### config.mk
export PLATFORM = sky130hd
export DESIGN_NAME = op_mode_controller
export DESIGN_NICKNAME = d
export VERILOG_FILES = /design/src/rtl/op_mode_controller.sv
export SDC_FILE = /design/constraint.sdc
export NUM_CORES = 1
export LEC_CHECK = 0
export CORE_UTILIZATION = 35
export DETAILED_ROUTE_END_ITERATION = 8
export PLACE_DENSITY = 0.57
export SETUP_SLACK_MARGIN = 0.05
export SYNTH_ARGS = -nofsm -noshare
export SYNTH_HDL_FRONTEND = slang
export SYNTH_SLANG_ARGS = --single-unit
### constraint.sdc
create_clock -name clk -period 2 [get_ports clk]
set_clock_uncertainty 0.15 [all_clocks]
set_input_delay 0.4 -clock clk [delete_from_list [all_inputs] [get_ports clk]]
set_output_delay 0.4 -clock clk [all_outputs]
set_load 0.005 [all_outputs]
### src/rtl/op_mode_controller.sv
// Mode sequencer: qualifies a stable op code, launches the selected unit on confirm,
// tracks it to done or aborts it on a switch change. Optional run timeout: OP_CTRL_TIMEOUT_EN.
module op_mode_controller #(
    parameter int STABLE_CYCLES  = 16,
    parameter int TIMEOUT_CYCLES = 100000000
) (
    input  logic       clk,
    input  logic       rst_n,
    input  logic [2:0] op,
    input  logic       confirm,
    input  logic [4:0] unit_done,
    output logic [4:0] start,
    output logic [4:0] abort,
    output logic [2:0] active_op,
    output logic       busy,
    output logic [1:0] state_code,
    output logic       err
);

    localparam int                CNT_W   = $clog2(STABLE_CYCLES + 1);
    localparam logic [CNT_W-1:0]  CNT_MAX = CNT_W'(STABLE_CYCLES);

    typedef enum logic [2:0] {
        S_IDLE,
        S_LAUNCH,
        S_RUN,
        S_DONE,
        S_ERROR
    } state_t;

    state_t           state_reg;
    logic [2:0]       op_q_reg;
    logic [CNT_W-1:0] stable_cnt_reg;
    logic [4:0]       op_q_mask;
    logic [4:0]       active_mask;
    logic             op_stable;
    logic             off_stable;
    logic             done_hit;
    logic             switch_moved;
    logic             timeout_hit;

    // Stability tracker runs in every state; ERROR exit also relies on it.
    always_ff @(posedge clk or negedge rst_n) begin
        if (!rst_n) begin
            op_q_reg       <= '0;
            stable_cnt_reg <= '0;
        end else begin
            op_q_reg <= op;
            if (op != op_q_reg)
                stable_cnt_reg <= '0;
            else if (stable_cnt_reg != CNT_MAX)
                stable_cnt_reg <= stable_cnt_reg + 1'b1;
        end
    end

    assign op_stable  = (stable_cnt_reg == CNT_MAX) && (op_q_reg >= 3'd1) && (op_q_reg <= 3'd5);
    assign off_stable = (stable_cnt_reg == CNT_MAX) && (op_q_reg == 3'd0);

    genvar gi;
    generate
        for (gi = 0; gi < 5; gi++) begin : g_masks
            assign op_q_mask[gi]   = (op_q_reg == 3'(gi + 1));
            assign active_mask[gi] = (active_op == 3'(gi + 1));
        end
    endgenerate

    assign done_hit     = |(unit_done & active_mask);
    assign switch_moved = (op_q_reg != active_op);

`ifdef OP_CTRL_TIMEOUT_EN
    logic [31:0] run_cnt_reg;

    always_ff @(posedge clk or negedge rst_n) begin
        if (!rst_n)
            run_cnt_reg <= '0;
        else if (state_reg == S_LAUNCH)
            run_cnt_reg <= '0;
        else if (state_reg == S_RUN)
            run_cnt_reg <= run_cnt_reg + 32'd1;
    end

    // Fires in the TIMEOUT_CYCLES-th RUN cycle (counter starts at 0 in the first one).
    assign timeout_hit = (run_cnt_reg == 32'(TIMEOUT_CYCLES - 1));
`else
    // Never true; the parameter stays referenced so both builds share one interface.
    assign timeout_hit = (TIMEOUT_CYCLES < 0);
`endif

    always_ff @(posedge clk or negedge rst_n) begin
        if (!rst_n) begin
            state_reg  <= S_IDLE;
            start      <= '0;
            abort      <= '0;
            active_op  <= '0;
            busy       <= 1'b0;
            state_code <= 2'd0;
            err        <= 1'b0;
        end else begin
            start <= '0;
            abort <= '0;
            case (state_reg)
                S_IDLE: begin
                    if (confirm) begin
                        if (op_stable) begin
                            state_reg  <= S_LAUNCH;
                            active_op  <= op_q_reg;
                            start      <= op_q_mask;
                            busy       <= 1'b1;
                            state_code <= 2'd1;
                        end else begin
                            state_reg  <= S_ERROR;
                            err        <= 1'b1;
                            state_code <= 2'd3;
                        end
                    end
                end
                S_LAUNCH: begin
                    state_reg <= S_RUN;
                end
                S_RUN: begin
                    // Done takes priority over both a switch change and a timeout.
                    if (done_hit) begin
                        state_reg  <= S_DONE;
                        busy       <= 1'b0;
                        state_code <= 2'd2;
                    end else if (switch_moved || timeout_hit) begin
                        state_reg  <= S_ERROR;
                        abort      <= active_mask;
                        err        <= 1'b1;
                        busy       <= 1'b0;
                        state_code <= 2'd3;
                    end
                end
                S_DONE: begin
                    if (confirm || switch_moved) begin
                        state_reg  <= S_IDLE;
                        active_op  <= '0;
                        state_code <= 2'd0;
                    end
                end
                S_ERROR: begin
                    if (off_stable) begin
                        state_reg  <= S_IDLE;
                        active_op  <= '0;
                        err        <= 1'b0;
                        state_code <= 2'd0;
                    end
                end
                default: begin
                    state_reg  <= S_IDLE;
                    active_op  <= '0;
                    busy       <= 1'b0;
                    err        <= 1'b0;
                    state_code <= 2'd0;
                end
            endcase
        end
    end

endmodule

---- Word level (Yosys, flattened, before mapping) ----
Index checks and enable logic that the tools add are counted.
cells by class
  mux-type cells .......................... 36
  reductions and logical operators ........ 16
  eq/ne operators ......................... 26
  bitwise operators ....................... 5
  $lt $le $gt $ge ......................... 2
  add/subtract/negate cells ............... 1
operators with widths
  kind                                            count
  two-way mux 5 bit                               8
  two-way mux 3 bit                               8
  == test 3 x 2 -> 1 bit (second input constant)  6
  == test 3 bit (second input constant)           5
  case mux 3 bit (5 select lines)                 1
  != test 2 bit (second input constant)           7
  two-way mux 2 bit                               6
  case mux 3 bit (4 select lines)                 1
  case mux 2 bit (5 select lines)                 1
  AND reduction 5 bit                             2
  == test 3 x 1 -> 1 bit (second input constant)  3
  two-way mux 1 bit                               9
  AND reduction 4 bit                             2
  zero test 3 bit                                 2
  != test 3 bit                                   2
  AND reduction 6 bit                             1
  adder 5 x 1 -> 5 bit (second input constant)    1
  AND 5 bit                                       1
  == test 5 bit (second input constant)           1
  != test 5 bit (second input constant)           1
  OR reduction 5 bit                              1
  NOT 1 bit                                       4
  case mux 1 bit (4 select lines)                 1
  OR reduction 2 bit                              2
  8 further kinds                                 10
storage, ports and cells
  bits in registers ....................... 28
  bits of input ports ..................... 11

---- Depth between registers and ports, before layout ----
  depth in word-level cells ............... 6
  gate-level depth with buffers ........... 7
  gate-level depth less buffers ........... 7

---- Worst setup path after synthesis ----
Ideal clock, no wire load.
  path type ............................... reg2reg
  start ................................... register stable_cnt_reg[0]
  end ..................................... register active_op[1]
  slack ................................... 0.244 ns
  data required time ...................... 1.732 ns
  buffers on the path ..................... 0
  cell stages (with the launch flop) ...... 8
  arrival time ............................ 1.488 ns
  setup time .............................. 0.118 ns
  cells stage by stage .................... dfrtp_1 > inv_1 > ha_1 > and4bb_1 > nand3_1 > o21ai_0 > nand3_1 > a21o_1
between the ends
  word-level cells in the longest chain between the ends .. 5
RTL lines
  element                                   RTL line  source
  from (decl)                               33        logic [CNT_W-1:0] stable_cnt_reg;
  from (signal assigned)                    52        stable_cnt_reg <= stable_cnt_reg + 1'b1;
  == test 5 bit (*)                         56, 57
  logical AND 1 bit (2 in series)           56        assign op_stable = (stable_cnt_reg == CNT_MAX) && (op_q_reg >= 3'd1) && (op_q_reg <= 3'd5);
  != test 2 bit (no source line)            --
  AND reduction 5 bit (no source line) (*)  --
  to (signal assigned)                      106       active_op <= op_q_reg;
  to (decl)                                 14        output logic [2:0] active_op,
Mark *: on every way between the ends. The rest lies on a longest branch, timed or not.
A chain may end at the register's enable or synchronous reset.

---- Worst setup path in the final report ----
  start ................................... register active_op[1]
  end ..................................... output port active_op[1]
No word-level cell between the ends.

==> impl_metrics.csv <==
group,metric,value,unit
placement,portBuffers,27,
cts,h-tree-depth,1,
placement,dpl_cell_area,0.00183,mm^2
critical_path,cp-start-kind,"flop",
pwr,swShare,24.6,%
min_path,timing.hold.worst.class,"input pin to async pin",
critical_path,critPathBufInv,1,
die,core-area,0.00403,mm^2
sta,setup_viol_count_final,0,
sta,min_period,1.89,ns
cts,numCtsBuffers,3,
final_layout,antennaDiodeCount,0,
logic_synthesis,ys_ff_latch,28,
critical_path,slowest_delay,0.56,ns
routing,vias,1145,
sta,hold_viol,0,
final_layout,fin_area,0.00194,mm^2
critical_path,r2r_start,"stable_cnt_reg[0]$_DFFE_PN0P_",
pwr,power.density,706,mW/mm^2
sta,hold_ws,0.348,ns
sta,drv_slew,0,
routing,finalWirelength,3090,um
logic_synthesis,netlist_area,0.00147,mm^2
routing,top_layer_used,"met4",
critical_path,reg2reg_slack,0.15,ns
pwr,clockPowerShare,32.7,%
global_routing,antenna_found_initial,0,
die,start_util,36.6,%
logic_synthesis,synth-edff-count,0,
routing,drc,0,
critical_path,required,1.45,ns
die,die_h,66.9,um
critical_path,arrival,1.34,ns
pwr,seq_power_share,47.7,%
pwr,p_leak,0.000810,uW
logic_synthesis,ys_async_sr_fraction,100,%
critical_path,crit_cells,1,
run_status,run_status,"complete, no violations",
sta,fmax,530,MHz
cts,clk_path_buf_depth,2,
logic_synthesis,synth_cell_types,42,
critical_path,endpoint_kind,"primary output",
global_routing,grtUsageTotal,15.3,%
placement,dp_hpwl,2330,um
final_layout,nNetsFinal,190,
global_routing,grt_pass1_vias,1123,
cts,clock_latency,0.27,ns
die,die_area,0.00447,mm^2
routing,drtIter0Drc,55,
critical_path,crit_type,"flop to primary output",
logic_synthesis,synthTopCellsByArea,"dfrtp_1 48%, xnor2_1 4.2%, clkbuf_8 3.7%",
routing,firstDrtPassIters,4,
routing,routedWlPerCell,13.7,um
logic_synthesis,postSynthAreaPerCell,10.8,um^2
sta,tns,0,ns
sta,rsz0062_at_grt,"true",
logic_synthesis,seq_area_frac_synth,47.6,%
routing,routed_via_density,5.07,
critical_path,crit_path_end,"active_op[1]",
global_routing,grt_pass1_wl,5140,um
placement,dpl.cell_count,220,
die,rows,23,
logic_synthesis,ys.flop_type,"dfrtp_1",
sta,min_period_over_period,94.3,%
cts,cts.hold.buffers_added,0,
pwr,switching_power,337,uW
placement,place.gp.congestion,0.871,
sta,slew_headroom,75.4,%
global_routing,grt_max_degree,29,
routing,ant_nets,0,
critical_path,crit_chain,"clkdlybuf4s50_1",
final_layout,layout.cells.non_filler,226,
critical_path,cpMaxStageDelayCell,"clkdlybuf4s50_1",
final_layout,layout-drive-gt1-share,22.2,%
logic_synthesis,synth_area_leader_cell,"dfrtp_1",
critical_path,cp_top_family,"buffers and inverters",
pwr,p_int,1040,uW
sta,worstMarginPinSlew,0.369,ns
critical_path,rr_worst_depth,7,
global_routing,overflow,0,
critical_path,crit_start,"active_op[1]$_DFFE_PN0P_",
pwr,ir_drop,0.000310,V
final_layout,final_util,48.3,%
pwr,share_comb_of_total_power,19.6,%
routing,drt-met1-wl,1460,um
cts,clock_tree.root_cell,"clkbuf_8",
routing,dr_wl_met3,107,um
logic_synthesis,synth_top_area_share,47.6,%
logic_synthesis,syn-num-nets,149,
critical_path,path_max_fanout,7,
critical_path,timing.rr.end,"active_op[1]$_DFFE_PN0P_",
final_layout,area_growth,32.0,%
cts,cts_sinks,28,
routing,wl_met2,1500,um
run,drv_cap,0,
die,num_io_pins,28,
die,dieWidth,66.9,um
cts,cts_tree,"done",
cts,path_clk_slew,0.10,ns
logic_synthesis,synth-warning-count,0,
logic_synthesis,syn_inst,136,
[area by class of cell]
class	instances	area, um^2
inverters	8	30.0
multi-input cells	92	677
clock inverters	1	30.0
clock buffers	3	41.3
repair buffers	44	400
flip-flops and latches	28	703
fillers	381	2080
well taps	50	62.6
[how the worst min path moves through the flow]
stage | from | to | slack (ns) | cells after the start
2_1_floorplan | rst_n | abort[0]$_DFF_PN0_ | -0.05 | 0
3_3_place_gp | err$_DFFE_PN0P_ | err$_DFFE_PN0P_ | 0.32 | 2
3_5_place_dp | state_code[1]$_DFFE_PN0P_ | state_code[1]$_DFFE_PN0P_ | 0.34 | 1
4_1_cts | rst_n | active_op[2]$_DFFE_PN0P_ | 0.36 | 2
5_1_grt | rst_n | start[1]$_DFF_PN0_ | 0.38 | 2
6_report | rst_n | stable_cnt_reg[0]$_DFFE_PN0P_ | 0.35 | 2
[power groups by stage]
stage	clock network [uW]	logic (uW)	registers (uW)
after floorplan	0	143	646
after global placement	0	264	662
after detailed placement	0	265	665
after CTS	458	268	653
after global routing	478	298	663
final	449	269	655
[layout by cell type (no fill, tap or decap), drive strengths merged, types with 3 or more instances in the layout]
cell | netlist | routed
a21oi | 3 | 3
xnor2 | 7 | 7
o21ai | 5 | 5
nor2 | 13 | 13
clkdlybuf4s50 | 0 | 26
nand2 | 10 | 10
dfrtp | 28 | 28
mux2i | 5 | 5
buf | 4 | 17
nor3 | 9 | 9
clkbuf | 4 | 3
nand3 | 8 | 8
inv | 8 | 8
[cell families after synthesis]
logic type | count (synthesis) | synth area share, %
simple gates | 54 | 19.8
fa+ha+maj | 2 | 1.70
flops | 28 | 47.6
xor+xnor | 9 | 5.35
compound gates | 22 | 14.2
buf+inv | 16 | 7.99
mux | 5 | 3.40
[synthesized netlist by cell type (2+ instances only)]
cell and instances:
clkbuf_8 4, dfrtp_1 28, o21ai_0 5, o311ai_2 2, nor3_1 9, xor2_1 2, buf_2 2, a21oi_1 3
buf_6 2, nand2_1 10, inv_1 8, mux2i_1 5, ha_1 2, nor2_1 13, nand3_1 8, xnor2_1 7
[per-layer routing]
| metal | track usage [%] | vias to the layer above |
|---|---|---|
| li1 | - | 553 |
| met1 | 19.7 | 564 |
| met2 | 26.4 | 26 |
| met3 | 2.05 | 2 |
| met4 | 4.79 | 0 |
| met5 | 0 | - |
[timing repair]
item | 4_1_cts | 5_1_grt
endpoints found under the setup margin | 0 | 12
buffers inserted | 0 | 2
resized for setup | 0 | 8
[per-stage QoR]
stage | setup slack (ns) | power, uW
2_1_floorplan | 0.244 | 789
3_3_place_gp | -0.181 | 926
3_5_place_dp | -0.149 | 930
4_1_cts | 0.0706 | 1380
5_1_grt | 0.0528 | 1440
6_report | 0.114 | 1370
No activity file was read; power rests on OpenSTA's default activity.
